**config.mk**
```make
export PLATFORM = sky130hd
export DESIGN_NAME = mul_div_unit
export DESIGN_NICKNAME = d
export VERILOG_FILES = /design/src/rtl/mul_div_unit.sv
export SDC_FILE = /design/constraint.sdc
export NUM_CORES = 1
export LEC_CHECK = 0
export CORE_UTILIZATION = 50
export DETAILED_ROUTE_END_ITERATION = 8
export PLACE_DENSITY = 0.68
export SYNTH_ARGS = -nofsm -noshare
export SYNTH_HDL_FRONTEND = slang
export SYNTH_SLANG_ARGS = --single-unit
```
**constraint.sdc**
```tcl
create_clock -name clk_n -period 5.85 [get_ports clk_n]
set_clock_uncertainty 0.05 [all_clocks]
set_input_delay 0.8775 -clock clk_n [delete_from_list [all_inputs] [get_ports clk_n]]
set_output_delay 0.8775 -clock clk_n [all_outputs]
set_load 0.1 [all_outputs]
```
**src/rtl/mul_div_unit.sv**
```systemverilog
`default_nettype none
// ============================================================================
// Module   : mul_div_unit
// Purpose  : Iterative RV32M-style multiply/divide unit. It runs one radix-2
//            step per cycle on operand magnitudes, using shift-add for
//            multiply and restoring division for divide. It then applies the
//            result sign and the special cases. Latency is always 33 cycles
//            from the accepting edge to the Done pulse.
// Ports    : clk_n  - clock; all state changes on its rising edge
//            rst_n  - synchronous reset, active-high (1 = reset)
//            Start  - begin an operation (only sampled in IDLE)
//            Op     - 000 MUL, 001 MULH, 010 MULHSU, 011 MULHU,
//                     100 DIV, 101 DIVU, 110 REM, 111 REMU
//            BusA   - rs1 operand
//            BusB   - rs2 operand
//            RdIn   - destination register tag
//            Flush  - abort the in-flight operation
//            Busy   - unit occupied (CALC or DONE)
//            Done   - one-cycle result-valid pulse
//            Wen    - regfile write enable (Done and Rd != 0)
//            Rd     - regfile write address
//            BusW   - regfile write data
// Revision : 1.0 - initial release
// ============================================================================
module mul_div_unit #(
   parameter int WIDTH = 32
) (
   input  logic             clk_n,
   input  logic             rst_n,
   input  logic             Start,
   input  logic [2:0]       Op,
   input  logic [WIDTH-1:0] BusA,
   input  logic [WIDTH-1:0] BusB,
   input  logic [4:0]       RdIn,
   input  logic             Flush,
   output logic             Busy,
   output logic             Done,
   output logic             Wen,
   output logic [4:0]       Rd,
   output logic [WIDTH-1:0] BusW
);

   localparam logic [1:0] S_IDLE = 2'd0;
   localparam logic [1:0] S_CALC = 2'd1;
   localparam logic [1:0] S_DONE = 2'd2;

   localparam logic [2:0] OP_MUL    = 3'b000;
   localparam logic [2:0] OP_MULH   = 3'b001;
   localparam logic [2:0] OP_MULHSU = 3'b010;
   localparam logic [2:0] OP_MULHU  = 3'b011;
   localparam logic [2:0] OP_DIV    = 3'b100;
   localparam logic [2:0] OP_DIVU   = 3'b101;
   localparam logic [2:0] OP_REM    = 3'b110;
   localparam logic [2:0] OP_REMU   = 3'b111;

   localparam logic [4:0] LAST_STEP = 5'd31;

   // rs1 is treated as signed for MULH, MULHSU, DIV and REM.
   function automatic logic sign_a(input logic [2:0] op);
      return (op == OP_MULH) || (op == OP_MULHSU) || (op == OP_DIV) || (op == OP_REM);
   endfunction

   // rs2 is treated as signed for MULH, DIV and REM.
   function automatic logic sign_b(input logic [2:0] op);
      return (op == OP_MULH) || (op == OP_DIV) || (op == OP_REM);
   endfunction

   logic [1:0]         state_q, state_d;
   logic [4:0]         cnt_q,   cnt_d;
   logic [2:0]         op_q,    op_d;
   logic [WIDTH-1:0]   a_q,     a_d;
   logic [WIDTH-1:0]   b_q,     b_d;
   logic [4:0]         rd_q,    rd_d;
   // Multiply: {partial high, remaining multiplier bits / low product}.
   // Divide  : {partial remainder, dividend bits / quotient bits}.
   logic [2*WIDTH-1:0] prod_q,  prod_d;

   logic [WIDTH-1:0]   mag_a_in;
   logic               neg_a, neg_b;
   logic [WIDTH-1:0]   mag_b;
   logic [WIDTH:0]     mul_sum;
   logic [2*WIDTH-1:0] mul_step;
   logic               div_ge;
   logic [WIDTH-1:0]   div_rem;
   logic [2*WIDTH-1:0] div_step;
   logic [2*WIDTH-1:0] prod_signed;
   logic [WIDTH-1:0]   quo_signed, rem_signed;
   logic [WIDTH-1:0]   result;
   logic               out_en;

   // Magnitude of the incoming rs1, loaded into the low half at acceptance.
   assign mag_a_in = (sign_a(Op) && BusA[WIDTH-1]) ? -BusA : BusA;

   assign neg_a = sign_a(op_q) & a_q[WIDTH-1];
   assign neg_b = sign_b(op_q) & b_q[WIDTH-1];
   assign mag_b = neg_b ? -b_q : b_q;

   // Shift-add step: conditionally add the multiplicand into the high half,
   // then shift the whole register right by one (carry lands in bit 2W-1).
   assign mul_sum  = {1'b0, prod_q[2*WIDTH-1:WIDTH]} + (prod_q[0] ? {1'b0, mag_b} : '0);
   assign mul_step = {mul_sum, prod_q[WIDTH-1:1]};

   // Restoring step: the shifted partial remainder is 33 bits wide.
   // When it is >= the divisor, the true difference fits in WIDTH bits,
   // so the modular subtraction on the low WIDTH bits is exact.
   assign div_ge   = prod_q[2*WIDTH-1:WIDTH-1] >= {1'b0, mag_b};
   assign div_rem  = prod_q[2*WIDTH-2:WIDTH-1] - mag_b;
   assign div_step = div_ge ? {div_rem, prod_q[WIDTH-2:0], 1'b1}
                            : {prod_q[2*WIDTH-2:0], 1'b0};

   // A zero divisor yields an all-ones magnitude quotient. Sign correction
   // would corrupt that, so the divide-by-zero results are forced below.
   // Signed overflow needs no special case: magnitude 2^31 / 1 gives
   // 0x80000000 with a positive sign and a zero remainder.
   assign prod_signed = (neg_a ^ neg_b) ? -prod_q : prod_q;
   assign quo_signed  = (neg_a ^ neg_b) ? -prod_q[WIDTH-1:0] : prod_q[WIDTH-1:0];
   assign rem_signed  = neg_a ? -prod_q[2*WIDTH-1:WIDTH] : prod_q[2*WIDTH-1:WIDTH];

   always_comb begin
      result = '0;
      case (op_q)
         OP_MUL:                      result = prod_signed[WIDTH-1:0];
         OP_MULH, OP_MULHSU, OP_MULHU: result = prod_signed[2*WIDTH-1:WIDTH];
         OP_DIV, OP_DIVU:             result = (b_q == '0) ? '1  : quo_signed;
         OP_REM, OP_REMU:             result = (b_q == '0) ? a_q : rem_signed;
         default:                     result = '0;
      endcase
   end

   always_comb begin
      state_d = state_q;
      cnt_d   = cnt_q;
      op_d    = op_q;
      a_d     = a_q;
      b_d     = b_q;
      rd_d    = rd_q;
      prod_d  = prod_q;
      case (state_q)
         S_IDLE: begin
            // Flush outranks Start.
            if (Start && !Flush) begin
               op_d    = Op;
               a_d     = BusA;
               b_d     = BusB;
               rd_d    = RdIn;
               cnt_d   = '0;
               prod_d  = {{WIDTH{1'b0}}, mag_a_in};
               state_d = S_CALC;
            end
         end
         S_CALC: begin
            if (Flush) begin
               state_d = S_IDLE;
            end else begin
               prod_d = op_q[2] ? div_step : mul_step;
               cnt_d  = cnt_q + 5'd1;
               if (cnt_q == LAST_STEP) begin
                  state_d = S_DONE;
               end
            end
         end
         S_DONE: begin
            state_d = S_IDLE;
         end
         default: begin
            state_d = S_IDLE;
         end
      endcase
   end

   always_ff @(posedge clk_n) begin
      if (rst_n) begin
         state_q <= S_IDLE;
         cnt_q   <= '0;
         op_q    <= '0;
         a_q     <= '0;
         b_q     <= '0;
         rd_q    <= '0;
         prod_q  <= '0;
      end else begin
         state_q <= state_d;
         cnt_q   <= cnt_d;
         op_q    <= op_d;
         a_q     <= a_d;
         b_q     <= b_d;
         rd_q    <= rd_d;
         prod_q  <= prod_d;
      end
   end

   // A Flush or reset arriving during DONE suppresses that cycle's write.
   assign out_en = (state_q == S_DONE) && !Flush && !rst_n;

   assign Busy = (state_q != S_IDLE);
   assign Done = out_en;
   assign Wen  = out_en && (rd_q != 5'd0);
   assign Rd   = out_en ? rd_q   : 5'd0;
   assign BusW = out_en ? result : '0;

endmodule
`default_nettype wire

```
==> reports/results.tsv, run 1 <==
metric	value	unit
status	finished, final reports clean	
Post-synth top flop	dfxtp_1	
synth-to-layout area growth	14.6	%
first-pass GRT wire length	76900	µm
WP data arrival	4.49	ns
final non-filler cell total	2438	
share of flip-flops with an asynchronous set or reset	0	
cell accounting for the most synthesized area	dfxtp_1	
met2 wire len	22500	µm
die height	171	µm
clock power share	0.337	
Site Rows	61	
drt via density	6.31	
Total Nets Final	2195	
Power Internal	0.00192	W
CP Launch Type	register	
I/O pins	116	
post-route met1 wirelength	22000	µm
R2R Setup Slk	0.71	ns
DR iter-0 viols	1551	
Routed met3 length	3320	µm
sequential area share after synthesis	0.201	
Power Dens Cells	185	nW/µm²
worst slew pin tran	1.17	ns
switching pwr	0.00112	W
leakage	6.54	nW
per-cell routed wire length	20.1	µm
chip width	171	µm
starting density of the core	0.511	
synth top area cells	dfxtp_1 (20%), a21oi_1 (9.5%), nand2_1 (7.1%), xnor2_1 (6.4%), ha_1 (6.1%)	
MaxCap Viol Count	0	
critical path endpoint category	primary output	
clk_lat worst skew	0.44	ns
initial antenna violation count	0	
vias in the first global route	14100	
Logic pwr share	0.307	
final slew viol count	0	
post-synthesis instance total	2040	
Setup WS post-layout	0.436	ns
commonest cells in the synthesized netlist	a21oi_1 (271), nand2_1 (269), nor2_1 (215)	
kind of critical path	register to primary output	
Yosys top cell area share	0.201	
Routed Antenna Nets	0	
Hold Vio Cnt, Final	0	
core box area	27900	µm²
First-pass DRT Iterations	5	
Num CTS Buffers	17	
Filler cells	2706	
period utilization	0.926	
Seq pwr share	0.357	
share of layout cells above drive strength 1	0.0723	
Syn Area/Cell	6.99	µm²
TNS Setup	0	ns
Critical Path Fanout Max	9	
total wire length	48900	µm
placer congestion estimate	0.994	
Clock Root Buffer	clkbuf_16	
antenna diode count	0	
fmax	185	MHz
post-CTS setup repair buffer count	0	
syn nets	2188	
clock slew at reported path FFs	0.07	ns
aggregate global-route resource usage	0.335	
grt ovf	0	
Port Buffers	115	
Worst VDD drop	0.188	mV
Bufs on Longest Clock Path	2	
pre-CTS setup slack	0.906	ns
final core utilization	0.585	
hold slack	0.408	ns
Critical Path RT	4.92	ns
unrepaired setup endpoints after global routing	false	
clk sinks	143	
number of hold buffers added after CTS	0	
Distinct cells, synth	82	
Finish-stage setup viols	0	
via count	15400	
EDFF count, synth	0	
CTS resizes	0	
Final HPWL DP	36100	µm
Yosys Warn Count	0	
DRC viols	0	
flops & latches, synth	143	
largest net degree at the start of global routing	74	
Top Layer Used	met4	
Die Footprint	29200	µm²
Switching Share	0.368	
Hold Crit Class	register to register	
Post-Syn Area	14300	µm²
Max H-tree Level	4	
top-count cell post-synth	a21oi_1	
max_slew headroom	0.209	
DP Cell Count	2406	
Final min period	5.41	ns
CTS tree	yes	
worst max-delay path, stage by stage (launching register included):
cell      delay (ns)
dfxtp_1         0.38
nor4_1          0.43
or2b_1          0.34
nor4_1          0.49
nand4b_1        0.67
inv_1           0.60
nand2_1         0.10
a31oi_1         0.21
a22oi_1         0.11
a221oi_1        0.47
buf_12          0.24
metal layers:
layer | GRT usage | vias to the layer above
li1 | - | 7339
met1 | 0.457 | 7304
met2 | 0.549 | 656
met3 | 0.0442 | 81
met4 | 0.0974 | 0
met5 | 0 | -
power groups by stage:
stage | Clock [W] | Sequential, W | Combinational, W
after floorplan | 0 | 0.00107 | 0.000646
after global placement | 0 | 0.00110 | 0.000899
after detailed placement | 0 | 0.00110 | 0.000907
after CTS | 0.00103 | 0.00108 | 0.000911
after global routing | 0.00108 | 0.00109 | 0.00101
final | 0.00102 | 0.00108 | 0.000930
state kept, by name (all words and copies together), names as in the netlist:
register  flops
prod_q       64
b_q          32
rd_q          5
a_q          32
op_q          3
state_q       2
cnt_q         5
worst paths after layout:
kind                            depth (start not counted)    endpoint     from
worst max register to register                         19  prod_q[35]   b_q[9]
worst min register to register                          2      a_q[2]   a_q[2]
worst min-delay path                                    2      a_q[2]   a_q[2]
worst max-delay path                                   10     BusW[0]  b_q[14]
through the flow:
step / cell area [µm²] / total power [W]
after floorplan: 14300 / 0.00172
after global placement: 15800 / 0.00200
after detailed placement: 15800 / 0.00201
after CTS: 16400 / 0.00302
after global routing: 16400 / 0.00317
final: 16400 / 0.00303
placed cells by master, fill, tap and decap left out, types with 18 or more instances in the layout:
cell type,count
a21oi_1,271
nand2_1,269
nor2_1,213
dfxtp_1,142
o21ai_0,110
xnor2_1,104
xor2_1,98
a211oi_1,76
clkdlybuf4s50_1,75
ha_1,70
nor3_1,47
buf_4,39
and2_1,35
mux2i_1,33
inv_1,32
buf_12,32
nand3_1,30
a21o_1,28
or3_1,22
a31oi_1,20
nor4_1,18
final cells by class:
cell class / count / area (µm²) / area share
well taps: 378 / 473 / 0.0289
clock inverters: 14 / 95.1 / 0.00581
repair buffers: 146 / 1680 / 0.103
multi-input cells: 1705 / 10700 / 0.652
flip-flops and latches: 143 / 2860 / 0.175
clock buffers: 18 / 439 / 0.0269
inverters: 34 / 128 / 0.00780
cells by family after synthesis:
kind of cell               synth area share
buffers and inverters                0.0535
DFF                                   0.201
xor gates and xnor gates              0.124
adders and majority gates            0.0642
muxes                                0.0232
and+or+nand+nor                       0.246
AOI/OAI and AO/OA                     0.289
No activity file was read; power rests on OpenSTA's default activity.
==> run 2, diff against run 1 <==
Settings changed: CTS_BUF_LIST set to sky130_fd_sc_hd__clkbuf_4 sky130_fd_sc_hd__clkbuf_8.
==> reports/results.tsv, run 2 (synthesis results as in run 1) <==
metric	value	unit
number of hold buffers added after CTS	0	
max_slew headroom	0.250	
switching pwr	0.00108	W
initial antenna violation count	0	
Site Rows	61	
Die Footprint	29200	µm²
CP Launch Type	register	
first-pass GRT wire length	76800	µm
clock slew at reported path FFs	0.09	ns
kind of critical path	register to primary output	
Final HPWL DP	36100	µm
TNS Setup	0	ns
Max H-tree Level	4	
Total Nets Final	2195	
Routed Antenna Nets	0	
Bufs on Longest Clock Path	2	
synth-to-layout area growth	13.3	%
antenna diode count	0	
drt via density	6.31	
chip width	171	µm
commonest non-fill, non-tap cell in the layout	a21oi_1	
slowest cell delay on critical path	0.67	ns
Critical Path Fanout Max	9	
leakage	6.45	nW
largest net degree at the start of global routing	74	
placed cell areas	15800	µm²
Port Buffers	115	
Seq pwr share	0.393	
clock power share	0.270	
per-cell routed wire length	20.0	µm
total wire length	48800	µm
hold slack	0.410	ns
via count	15400	
Design Area, Final	16200	µm²
most frequent cells in the layout	a21oi_1 (271), nand2_1 (269), nor2_1 (213)	
status	finished, final reports clean	
CTS tree	yes	
DR iter-0 viols	1428	
CP max-delay cell	nand4b_1	
aggregate global-route resource usage	0.335	
Power Internal	0.00167	W
Switching Share	0.394	
Hold Crit Class	register to register	
unrepaired setup endpoints after global routing	false	
Worst VDD drop	0.108	mV
share of layout cells above drive strength 1	0.0723	
CP most frequent cell	nor4_1	
vias in the first global route	14100	
fmax	183	MHz
Num CTS Buffers	17	
starting density of the core	0.511	
Finish-stage setup viols	0	
worst slew pin tran	1.11	ns
First-pass DRT Iterations	5	
grt ovf	0	
final slew viol count	0	
worst path bufs/invs	2	
die height	171	µm
Top Registers	prod_q x64, a_q x32, b_q x32	
WP data arrival	4.55	ns
Clock Root Buffer	clkbuf_8	
post-CTS setup repair buffer count	0	
I/O pins	116	
placer congestion estimate	0.994	
CTS resizes	0	
clk_lat worst skew	0.49	ns
Reg with most FFs	prod_q	
Critical Path RT	4.92	ns
core box area	27900	µm²
period utilization	0.936	
critical path endpoint category	primary output	
MaxCap Viol Count	0	
Hold Vio Cnt, Final	0	
max reg flops	64	
DRC viols	0	
crit path cell chain	nor4_1 -> or2b_1 -> nor4_1 -> nand4b_1 -> inv_1 -> nand2_1 -> a31oi_1 -> a22oi_1 -> a221oi_1 -> buf_12	
clk sinks	143	
Power Dens Cells	170	nW/µm²
CP top delay family	simple AND/OR/NAND/NOR gates	
Logic pwr share	0.337	
Final min period	5.48	ns
==> run 2: cell counts in the layout (fill, tap and decap cells not counted) <==
No cell type changed its count.
==> run 2: area by class of cell <==
class | count | area [µm²]
clock buffer | 18 | 248
fill | 2742 | 11800
sequential | 143 | 2860
clock inverter | 14 | 95.1
multi-input combinational | 1705 | 10700
timing repair buffer | 146 | 1680
inverter | 34 | 128
tap | 378 | 473
==> run 2: per-layer routing <==
| layer | vias up | track usage | part of all wire |
|---|---|---|---|
| met5 | - | 0 | 0 |
| met4 | 0 | 0.0986 | 0.020 |
| met3 | 75 | 0.0467 | 0.067 |
| met2 | 629 | 0.550 | 0.46 |
| met1 | 7345 | 0.453 | 0.45 |
| li1 | 7324 | - | - |
==> run 2: path summary, 6_finish.rpt <==
kind / start / endpoint / slack [ns] / cells after the start
max: b_q[14] / BusW[0] / 0.37 / 10
min: a_q[2] / a_q[2] / 0.41 / 2
max reg2reg: b_q[9] / prod_q[43] / 0.70 / 19
min reg2reg: a_q[2] / a_q[2] / 0.41 / 2
==> run 2: through the flow <==
step                      setup WS (ns)   util  power, W  std cells
after floorplan                   0.416      -   0.00172       2040
after global placement            0.850  0.566   0.00200       2406
after detailed placement          0.906  0.566   0.00201       2406
after CTS                         0.438  0.579   0.00274       2438
after global routing              0.203  0.579   0.00289       2438
final                             0.372  0.579   0.00275       2438
==> run 2: tightest hold or removal path: cells and delay by family, from the launching register on <==
family,cells,cell delay (ns)
DFF,1,0.32
and+or+nand+nor,1,0.05
AOI/OAI and AO/OA,1,0.05
==> run 2: power by group through the flow <==
| stage | clock network, W | registers (W) | logic, W |
|---|---|---|---|
| floorplan | 0 | 0.00107 | 0.000646 |
| global placement | 0 | 0.00110 | 0.000899 |
| detailed placement | 0 | 0.00110 | 0.000907 |
| CTS | 0.000747 | 0.00108 | 0.000911 |
| global route | 0.000796 | 0.00109 | 0.00101 |
| finish | 0.000741 | 0.00108 | 0.000927 |
